File: src/rtl/weight_loader.sv
// weight_loader: programs Ising core weights from a valid/ready command stream.
// Define WEIGHT_LOADER_VERIFY_EN to add readback verification with error reporting.
`timescale 1ns/1ps
module weight_loader #(
  parameter int unsigned N                = 8,
  parameter int unsigned RD_LATENCY       = 1,
  parameter logic [31:0] CMP_MASK         = 32'hFFFF_FFFF,
  parameter logic [7:0]  WEIGHT_ADDR_MASK = 8'hC0
) (
  input  logic        clk,
  input  logic        axi_rstn,
  input  logic        cmd_valid,
  output logic        cmd_ready,
  input  logic [10:0] cmd_s,
  input  logic [10:0] cmd_d,
  input  logic [31:0] cmd_wdata,
  input  logic        err_clr,
  output logic        wready,
  output logic [31:0] wr_addr,
  output logic [31:0] wdata,
  output logic [31:0] rd_addr,
  input  logic [31:0] rdata,
  output logic        busy,
  output logic [15:0] wr_count,
  output logic [15:0] rej_count,
  output logic        err_sticky,
  output logic [15:0] err_count,
  output logic [31:0] err_addr
);

  localparam logic [10:0] N_LIM     = 11'(N);
  localparam logic [3:0]  WAIT_LOAD = 4'(RD_LATENCY - 1);

  typedef enum logic [2:0] {
    S_IDLE,
    S_WRITE,
    S_READ,
    S_WAIT,
    S_CHECK
  } state_t;

  state_t      r_state;
  logic        r_cmd_ready;
  logic        r_wready;
  logic        r_busy;
  logic [31:0] r_wr_addr;
  logic [31:0] r_wdata;
  logic [15:0] r_wr_count;
  logic [15:0] r_rej_count;

  logic [31:0] w_cmd_addr;
  logic        w_cmd_legal;
  logic        w_hs;

  assign w_cmd_addr  = {WEIGHT_ADDR_MASK, cmd_d, cmd_s, 2'b00};
  assign w_cmd_legal = (cmd_s < N_LIM) && (cmd_d < N_LIM);
  assign w_hs        = cmd_valid && r_cmd_ready;

`ifdef WEIGHT_LOADER_VERIFY_EN
  logic [31:0] r_rd_addr;
  logic [31:0] r_err_addr;
  logic [15:0] r_err_count;
  logic        r_err_sticky;
  logic [3:0]  r_wait;
  logic        w_mismatch;

  assign w_mismatch = ((rdata ^ r_wdata) & CMP_MASK) != '0;
`else
  logic w_unused;
  assign w_unused = ^{rdata, CMP_MASK, WAIT_LOAD, err_clr};
`endif

  always_ff @(posedge clk or negedge axi_rstn) begin
    if (!axi_rstn) begin
      r_state     <= S_IDLE;
      r_cmd_ready <= 1'b0;
      r_wready    <= 1'b0;
      r_busy      <= 1'b0;
      r_wr_addr   <= '0;
      r_wdata     <= '0;
      r_wr_count  <= '0;
      r_rej_count <= '0;
`ifdef WEIGHT_LOADER_VERIFY_EN
      r_rd_addr    <= '0;
      r_err_addr   <= '0;
      r_err_count  <= '0;
      r_err_sticky <= 1'b0;
      r_wait       <= '0;
`endif
    end else begin
`ifdef WEIGHT_LOADER_VERIFY_EN
      // Clear first; a mismatch in CHECK below overrides with its own value.
      if (err_clr) begin
        r_err_sticky <= 1'b0;
        r_err_count  <= '0;
      end
`endif
      case (r_state)
        S_IDLE: begin
          r_cmd_ready <= 1'b1;
          if (w_hs) begin
            if (w_cmd_legal) begin
              r_state     <= S_WRITE;
              r_cmd_ready <= 1'b0;
              r_busy      <= 1'b1;
              r_wready    <= 1'b1;
              r_wr_addr   <= w_cmd_addr;
              r_wdata     <= cmd_wdata;
              r_wr_count  <= r_wr_count + 16'd1;
            end else if (r_rej_count != '1) begin
              r_rej_count <= r_rej_count + 16'd1;
            end
          end
        end
        S_WRITE: begin
          r_wready <= 1'b0;
`ifdef WEIGHT_LOADER_VERIFY_EN
          r_rd_addr <= r_wr_addr;
          r_state   <= S_READ;
`else
          r_state     <= S_IDLE;
          r_cmd_ready <= 1'b1;
          r_busy      <= 1'b0;
`endif
        end
`ifdef WEIGHT_LOADER_VERIFY_EN
        S_READ: begin
          r_wait  <= WAIT_LOAD;
          r_state <= (RD_LATENCY <= 1) ? S_CHECK : S_WAIT;
        end
        S_WAIT: begin
          r_wait <= r_wait - 4'd1;
          if (r_wait <= 4'd1) r_state <= S_CHECK;
        end
        S_CHECK: begin
          r_state     <= S_IDLE;
          r_cmd_ready <= 1'b1;
          r_busy      <= 1'b0;
          if (w_mismatch) begin
            r_err_sticky <= 1'b1;
            r_err_addr   <= r_rd_addr;
            if (err_clr)                r_err_count <= 16'd1;
            else if (r_err_count != '1) r_err_count <= r_err_count + 16'd1;
          end
        end
`endif
        default: begin
          r_state     <= S_IDLE;
          r_wready    <= 1'b0;
          r_cmd_ready <= 1'b1;
          r_busy      <= 1'b0;
        end
      endcase
    end
  end

  assign cmd_ready = r_cmd_ready;
  assign wready    = r_wready;
  assign wr_addr   = r_wr_addr;
  assign wdata     = r_wdata;
  assign busy      = r_busy;
  assign wr_count  = r_wr_count;
  assign rej_count = r_rej_count;

`ifdef WEIGHT_LOADER_VERIFY_EN
  assign rd_addr    = r_rd_addr;
  assign err_sticky = r_err_sticky;
  assign err_count  = r_err_count;
  assign err_addr   = r_err_addr;
`else
  assign rd_addr    = '0;
  assign err_sticky = 1'b0;
  assign err_count  = '0;
  assign err_addr   = '0;
`endif

endmodule
File: config.mk
export PLATFORM = sky130hd
export DESIGN_NAME = weight_loader
export DESIGN_NICKNAME = d
export VERILOG_FILES = /design/src/rtl/weight_loader.sv
export SDC_FILE = /design/constraint.sdc
export NUM_CORES = 1
export LEC_CHECK = 0
export BUFFER_PORTS_ARGS = -buffer_cell sky130_fd_sc_hd__buf_2
export CAP_MARGIN = 20
export CORE_MARGIN = 2
export CORE_UTILIZATION = 35
export DETAILED_ROUTE_END_ITERATION = 8
export PLACE_DENSITY = 0.68
export SLEW_MARGIN = 20
export SYNTH_ARGS = -nofsm -noshare
export SYNTH_HDL_FRONTEND = slang
export SYNTH_SLANG_ARGS = --single-unit
File: constraint.sdc
create_clock -name clk -period 2 [get_ports clk]
set_input_delay 0.2 -clock clk [delete_from_list [all_inputs] [get_ports clk]]
set_output_delay 0.2 -clock clk [all_outputs]
set_load 0.01 [all_outputs]
==> impl_metrics.csv, run 1 <==
group,metric,value,unit
placement,gp_congestion,0.776,
final_layout,drive_gt1_share,42.4,%
sta,max_freq,573,MHz
routing,routed_wl,8260,um
floorplanning,die_area,12900,um^2
final_layout,num-fill-cells,1098,
synthesis,ys_ff_latch,89,
floorplanning,num_rows,40,
routing,vias,2789,
setup_path,crit_arrival,1.97,ns
global_route,grt_max_degree,47,
clock_network,insertion_delay,0.33,ns
routing,drc_errors,0,
synthesis,syn_inst,348,
routing,drtIter0Drc,69,
global_route,overflow,0,
power,p_leak,0.00294,uW
final_layout,diodes,0,
hold_path,holdCritPathClass,"primary input to register",
final_layout,final_common_cell,"buf_2",
synthesis,syn_avg_cell_area,12.1,um^2
clock_network,ctsHtreeMaxLevel,3,
global_route,grt_pass1_vias,2641,
final_layout,final_area,5130,um^2
global_route,grt_pass1_wl,12800,um
sta,drv_slew,0,
global_route,grt_use_met2,20.7,%
clock_network,cts_made_buffers,9,
global_route,track_usage,12.7,%
sta,post-route-period-util,87.3,%
power,p_per_area,800,nW/um^2
floorplanning,start_util,35.5,%
synthesis,ys_types,27,
clock_network,cts_resized,0,
setup_path,cp_data_required_time,2.22,ns
sta,whs,0.0839,ns
placement,io_buffer_count,147,
sta,worst_pin_slew,0.575,ns
routing,dr.pass1.iters,4,
placement,placed_cell_area,4820,um^2
synthesis,yosysWarnings,0,
setup_path,crit_type,"register to register",
sta,finalSetupTns,0,ns
floorplanning,core_area,11900,um^2
sta,fin_crit,1.75,ns
global_route,use_met1,14.9,%
sta,relSlewSlack,61.6,%
sta,fin_skew,0.00424,ns
clock_network,cts_tree,"built",
setup_path,start_kind,"register",
global_route,met3_usage,5.74,%
synthesis,syn_area,4220,um^2
routing,antenna_left,0,
clock_network,root_buffer,"clkbuf_16",
global_route,antenna_found_initial,0,
routing,wl_per_cell,12.6,um
floorplanning,pin_count,270,
floorplanning,chipWidth,114,um
clock_network,cts.sinks,89,
synthesis,synth_seq_area_share,52.8,%
sta,rsz0062_at_grt,"false",
setup_path,cp_max_fo,5,
sta,hold_violations,0,
routing,vias_per_cell,4.26,
placement,dpl.hpwl,6240,um
setup_path,endpoint_kind,"register",
final_layout,area_delta_synth_final,21.7,%
job,cap_violations,0,
sta,finalSetupViolCount,0,
global_route,top_usage_layer,"met2",
run_status,outcome,"finished, final reports clean",
clock_network,cts_buffer_depth,2,
power,peakVddDrop,0.392,mV
clock_network,cts.clk_slew.worst_paths,0.06,ns
final_layout,nNetsFinal,594,
final_layout,layout_common_cells,"146 x buf_2, 89 x conb_1, 89 x dfrtp_1, 39 x mux2_2, 25 x xnor2_1",
floorplanning,die_y,114,um
-- final timing paths --
kind                                     from           end  slack, ns  cells after the start
worst max-delay path             rej_count[8]  rej_count[1]       0.25                      5
worst min-delay path            cmd_wdata[26]     wdata[26]       0.08                      2
worst max register to register   rej_count[8]  rej_count[1]       0.25                      5
worst min register to register   wr_count[15]  wr_count[15]       0.47                      1
max in group asynchronous            axi_rstn   wr_addr[18]       0.95                      3
min in group asynchronous            axi_rstn   wr_addr[17]       0.40                      2
-- kinds of logic after synthesis --
logic type,after synthesis,share of synthesized area [%]
AO/OA/AOI/OAI,1,0.445
XOR/XNOR,30,6.23
adder cells (fa/ha/maj),2,0.594
buffers and inverters,102,18.0
flip-flops,89,52.8
multiplexers,40,10.7
other,1,0.0890
AND/OR/NAND/NOR,83,11.2
-- cell type report --
class,count,area (um^2),area share (%)
Sequential cell,89,2230,43.4
Multi-Input combinational cell,245,1570,30.5
Timing Repair Buffer,156,846,16.5
Clock buffer,10,239,4.66
Tap cell,147,184,3.58
Clock inverter,6,65.1,1.27
Inverter,1,3.75,0.0732
-- Yosys cell counts (all sizes together) --
master  instances  area [um^2]
and4            2         17.5
ha              2         25.0
inv             1         3.75
nand3          13         65.1
nand4          16          100
mux2           40          450
nor2b          16          100
conb            1         3.75
buf           100          749
nor4            4         25.0
or2             2         12.5
dfrtp          89         2230
nor3            4         20.0
nor3b           1         7.51
and3            7         45.1
xnor2          25          219
and2            3         18.8
a21boi          1         18.8
nor2            7         28.8
clkbuf          1         3.75
nand2           8         30.0
xor2            5         43.8
-- worst max-delay path: stages (launching register included) --
cell,delay (ns)
dfrtp_1,0.42
and4_1,0.25
and3_2,0.25
a21boi_4,0.19
and2_1,0.19
mux2_2,0.34
-- report_power, final --
group / switching, uW / internal (uW) / leakage [uW] / total (uW)
Combinational: 277 / 176 / 0.00156 / 453
Clock: 697 / 1010 / 0.000149 / 1700
Sequential: 79.4 / 1870 / 0.00123 / 1950
-- state kept, by name, indices dropped and copies added (netlist names) --
register	flops
cmd_ready	1
rej_count	16
wdata	32
wr_count	16
r_state	1
wr_addr	23
-- metrics by stage --
| step | utilization, % | setup WS, ns | cells | power [uW] |
|---|---|---|---|---|
| final | 43.3 | 0.255 | 654 | 4100 |
| after global routing | 43.3 | 0.161 | 654 | 4290 |
| after CTS | 43.3 | 0.249 | 654 | 4150 |
| after detailed placement | 40.6 | 0.232 | 637 | 2440 |
| after global placement | 40.6 | 0.267 | 637 | 2420 |
| after floorplan | - | 0.274 | 436 | 2340 |
-- what timing repair did --
item | in CTS | in global routing
hold buffers | 1 | 0
endpoints found under the hold margin | 45 | 0
setup buffers | 0 | 0
-- layer usage --
layer	share of wire [%]	vias to the layer above
li1	-	1289
met1	39	1320
met2	48	168
met3	11	12
met4	1.6	0
met5	0	-
Note: power is estimated with default switching activity, not from simulation.
==> run 2, diff against run 1 <==
--- a/config.mk
+++ b/config.mk
@@ -9,6 +9,7 @@
 export CAP_MARGIN = 20
 export CORE_MARGIN = 2
 export CORE_UTILIZATION = 35
+export CTS_BUF_LIST = sky130_fd_sc_hd__clkbuf_8
 export DETAILED_ROUTE_END_ITERATION = 8
 export PLACE_DENSITY = 0.68
 export SLEW_MARGIN = 20
==> run 2 against run 1 <==
First-iteration DRC count increased by 22%. Die area is the same. Power is 11% lower. Maximum frequency is 0.23% lower. Design area shrank 2.0%. Via count increased by 0.39%. Flip-flop and latch count unchanged. Global-route usage about the same. Critical path depth did not move. Clock power down 26%. Critical path type unchanged. Critical endpoint unchanged.
==> impl_metrics.csv, run 2 (synthesis results as in run 1) <==
group,metric,value,unit
clock_network,cts_made_buffers,9,
setup_path,cp_max_fo,5,
routing,dr.pass1.iters,6,
routing,vias,2800,
final_layout,layout_common_cells,"146 x buf_2, 89 x conb_1, 89 x dfrtp_1, 39 x mux2_2, 25 x xnor2_1",
floorplanning,die_area,12900,um^2
power,p_per_area,728,nW/um^2
setup_path,cp_data_required_time,2.25,ns
hold_path,holdCritPathClass,"primary input to register",
sta,whs,0.0473,ns
power,p_leak,0.00289,uW
sta,hold_violations,0,
sta,max_freq,572,MHz
clock_network,cts_tree,"built",
setup_path,endpoint_kind,"register",
routing,wl_per_cell,12.6,um
floorplanning,die_y,114,um
sta,finalSetupTns,0,ns
floorplanning,chipWidth,114,um
floorplanning,num_rows,40,
clock_network,ctsHtreeMaxLevel,3,
final_layout,area_delta_synth_final,19.3,%
final_layout,drive_gt1_share,42.4,%
sta,post-route-period-util,87.5,%
clock_network,root_buffer,"clkbuf_8",
clock_network,cts_buffer_depth,2,
final_layout,num-fill-cells,1109,
sta,worst_pin_slew,0.581,ns
clock_network,cts.sinks,89,
sta,drv_slew,0,
placement,dpl.hpwl,6240,um
clock_network,cts.clk_slew.worst_paths,0.09,ns
routing,vias_per_cell,4.28,
routing,drtIter0Drc,84,
floorplanning,core_area,11900,um^2
run_status,outcome,"finished, final reports clean",
setup_path,crit_path_max_incr_delay,0.43,ns
placement,io_buffer_count,147,
routing,routed_wl,8220,um
sta,fin_skew,0.00982,ns
setup_path,path_cells,"and4_1 > and3_2 > a21boi_4 > and2_1 > mux2_2",
power,peakVddDrop,0.352,mV
setup_path,crit_arrival,2.00,ns
placement,placed_cell_area,4820,um^2
global_route,grt_max_degree,47,
sta,finalSetupViolCount,0,
global_route,grt_pass1_vias,2621,
global_route,track_usage,12.7,%
floorplanning,start_util,35.5,%
clock_network,cts_setup_buffers,0,
setup_path,start_kind,"register",
job,cap_violations,0,
global_route,grt_pass1_wl,12700,um
setup_path,cp_slowest_cell,"dfrtp_1",
global_route,overflow,0,
routing,drc_errors,0,
placement,gp_congestion,0.776,
floorplanning,pin_count,270,
sta,relSlewSlack,61.3,%
final_layout,largest_reg_flops,32,
routing,antenna_left,0,
final_layout,nNetsFinal,594,
clock_network,insertion_delay,0.37,ns
sta,rsz0062_at_grt,"false",
final_layout,diodes,0,
final_layout,final_area,5030,um^2
global_route,antenna_found_initial,0,
sta,fin_crit,1.75,ns
final_layout,final_common_cell,"buf_2",
setup_path,crit_type,"register to register",
[run 2: metal layers]
layer,up-vias,track usage (%),wire length [um]
li1,1287,-,-
met1,1332,14.9,3230
met2,169,20.4,3950
met5,-,0,0
met3,12,5.42,901
met4,0,5.37,136
[run 2: area by class of cell]
class                   instances  area [um^2]  area share [%]
well taps                     147          184            3.66
repair buffers                156          846            16.8
inverters                       1         3.75          0.0746
clock buffers                  10          138            2.74
clock inverters                 6         65.1            1.29
flip-flops and latches         89         2230            44.3
multi-input cells             245         1570            31.1
[run 2: critical path: cells and delay by family, from the launching register on]
family | cells | cell delay (ns)
simple gates | 3 | 0.69
mux | 1 | 0.34
flops | 1 | 0.43
compound gates | 1 | 0.19
[run 2: timing repair]
action                    in CTS  in global routing
hold buffers                   1                  0
gates resized for setup        0                  0
hold endpoints to repair      45                  0
[run 2: where the power goes]
part           leakage [uW]  switching [uW]  internal [uW]
registers           0.00123            78.2           1870
logic               0.00156             279            176
clock network      0.000103             645            616
total               0.00289            1000           2660
[run 2: path summary, 6_finish.rpt]
kind	startpoint	endpoint	slack [ns]	cells after the start
hold / removal	cmd_wdata[26]	wdata[26]	0.05	2
setup / recovery	rej_count[8]	rej_count[1]	0.25	5
max in group asynchronous	axi_rstn	wr_addr[18]	0.98	3
min in group asynchronous	axi_rstn	wr_addr[17]	0.37	2
setup reg to reg	rej_count[8]	rej_count[1]	0.25	5
hold reg to reg	wr_count[15]	wr_count[15]	0.47	1
[run 2: per-stage QoR]
step,setup WS (ns),util (%),total power [uW],instances
after floorplan,0.274,-,2340,436
after global routing,0.154,42.4,3840,654
final,0.250,42.4,3660,654
after detailed placement,0.232,40.6,2440,637
after global placement,0.267,40.6,2420,637
after CTS,0.245,42.4,3710,654
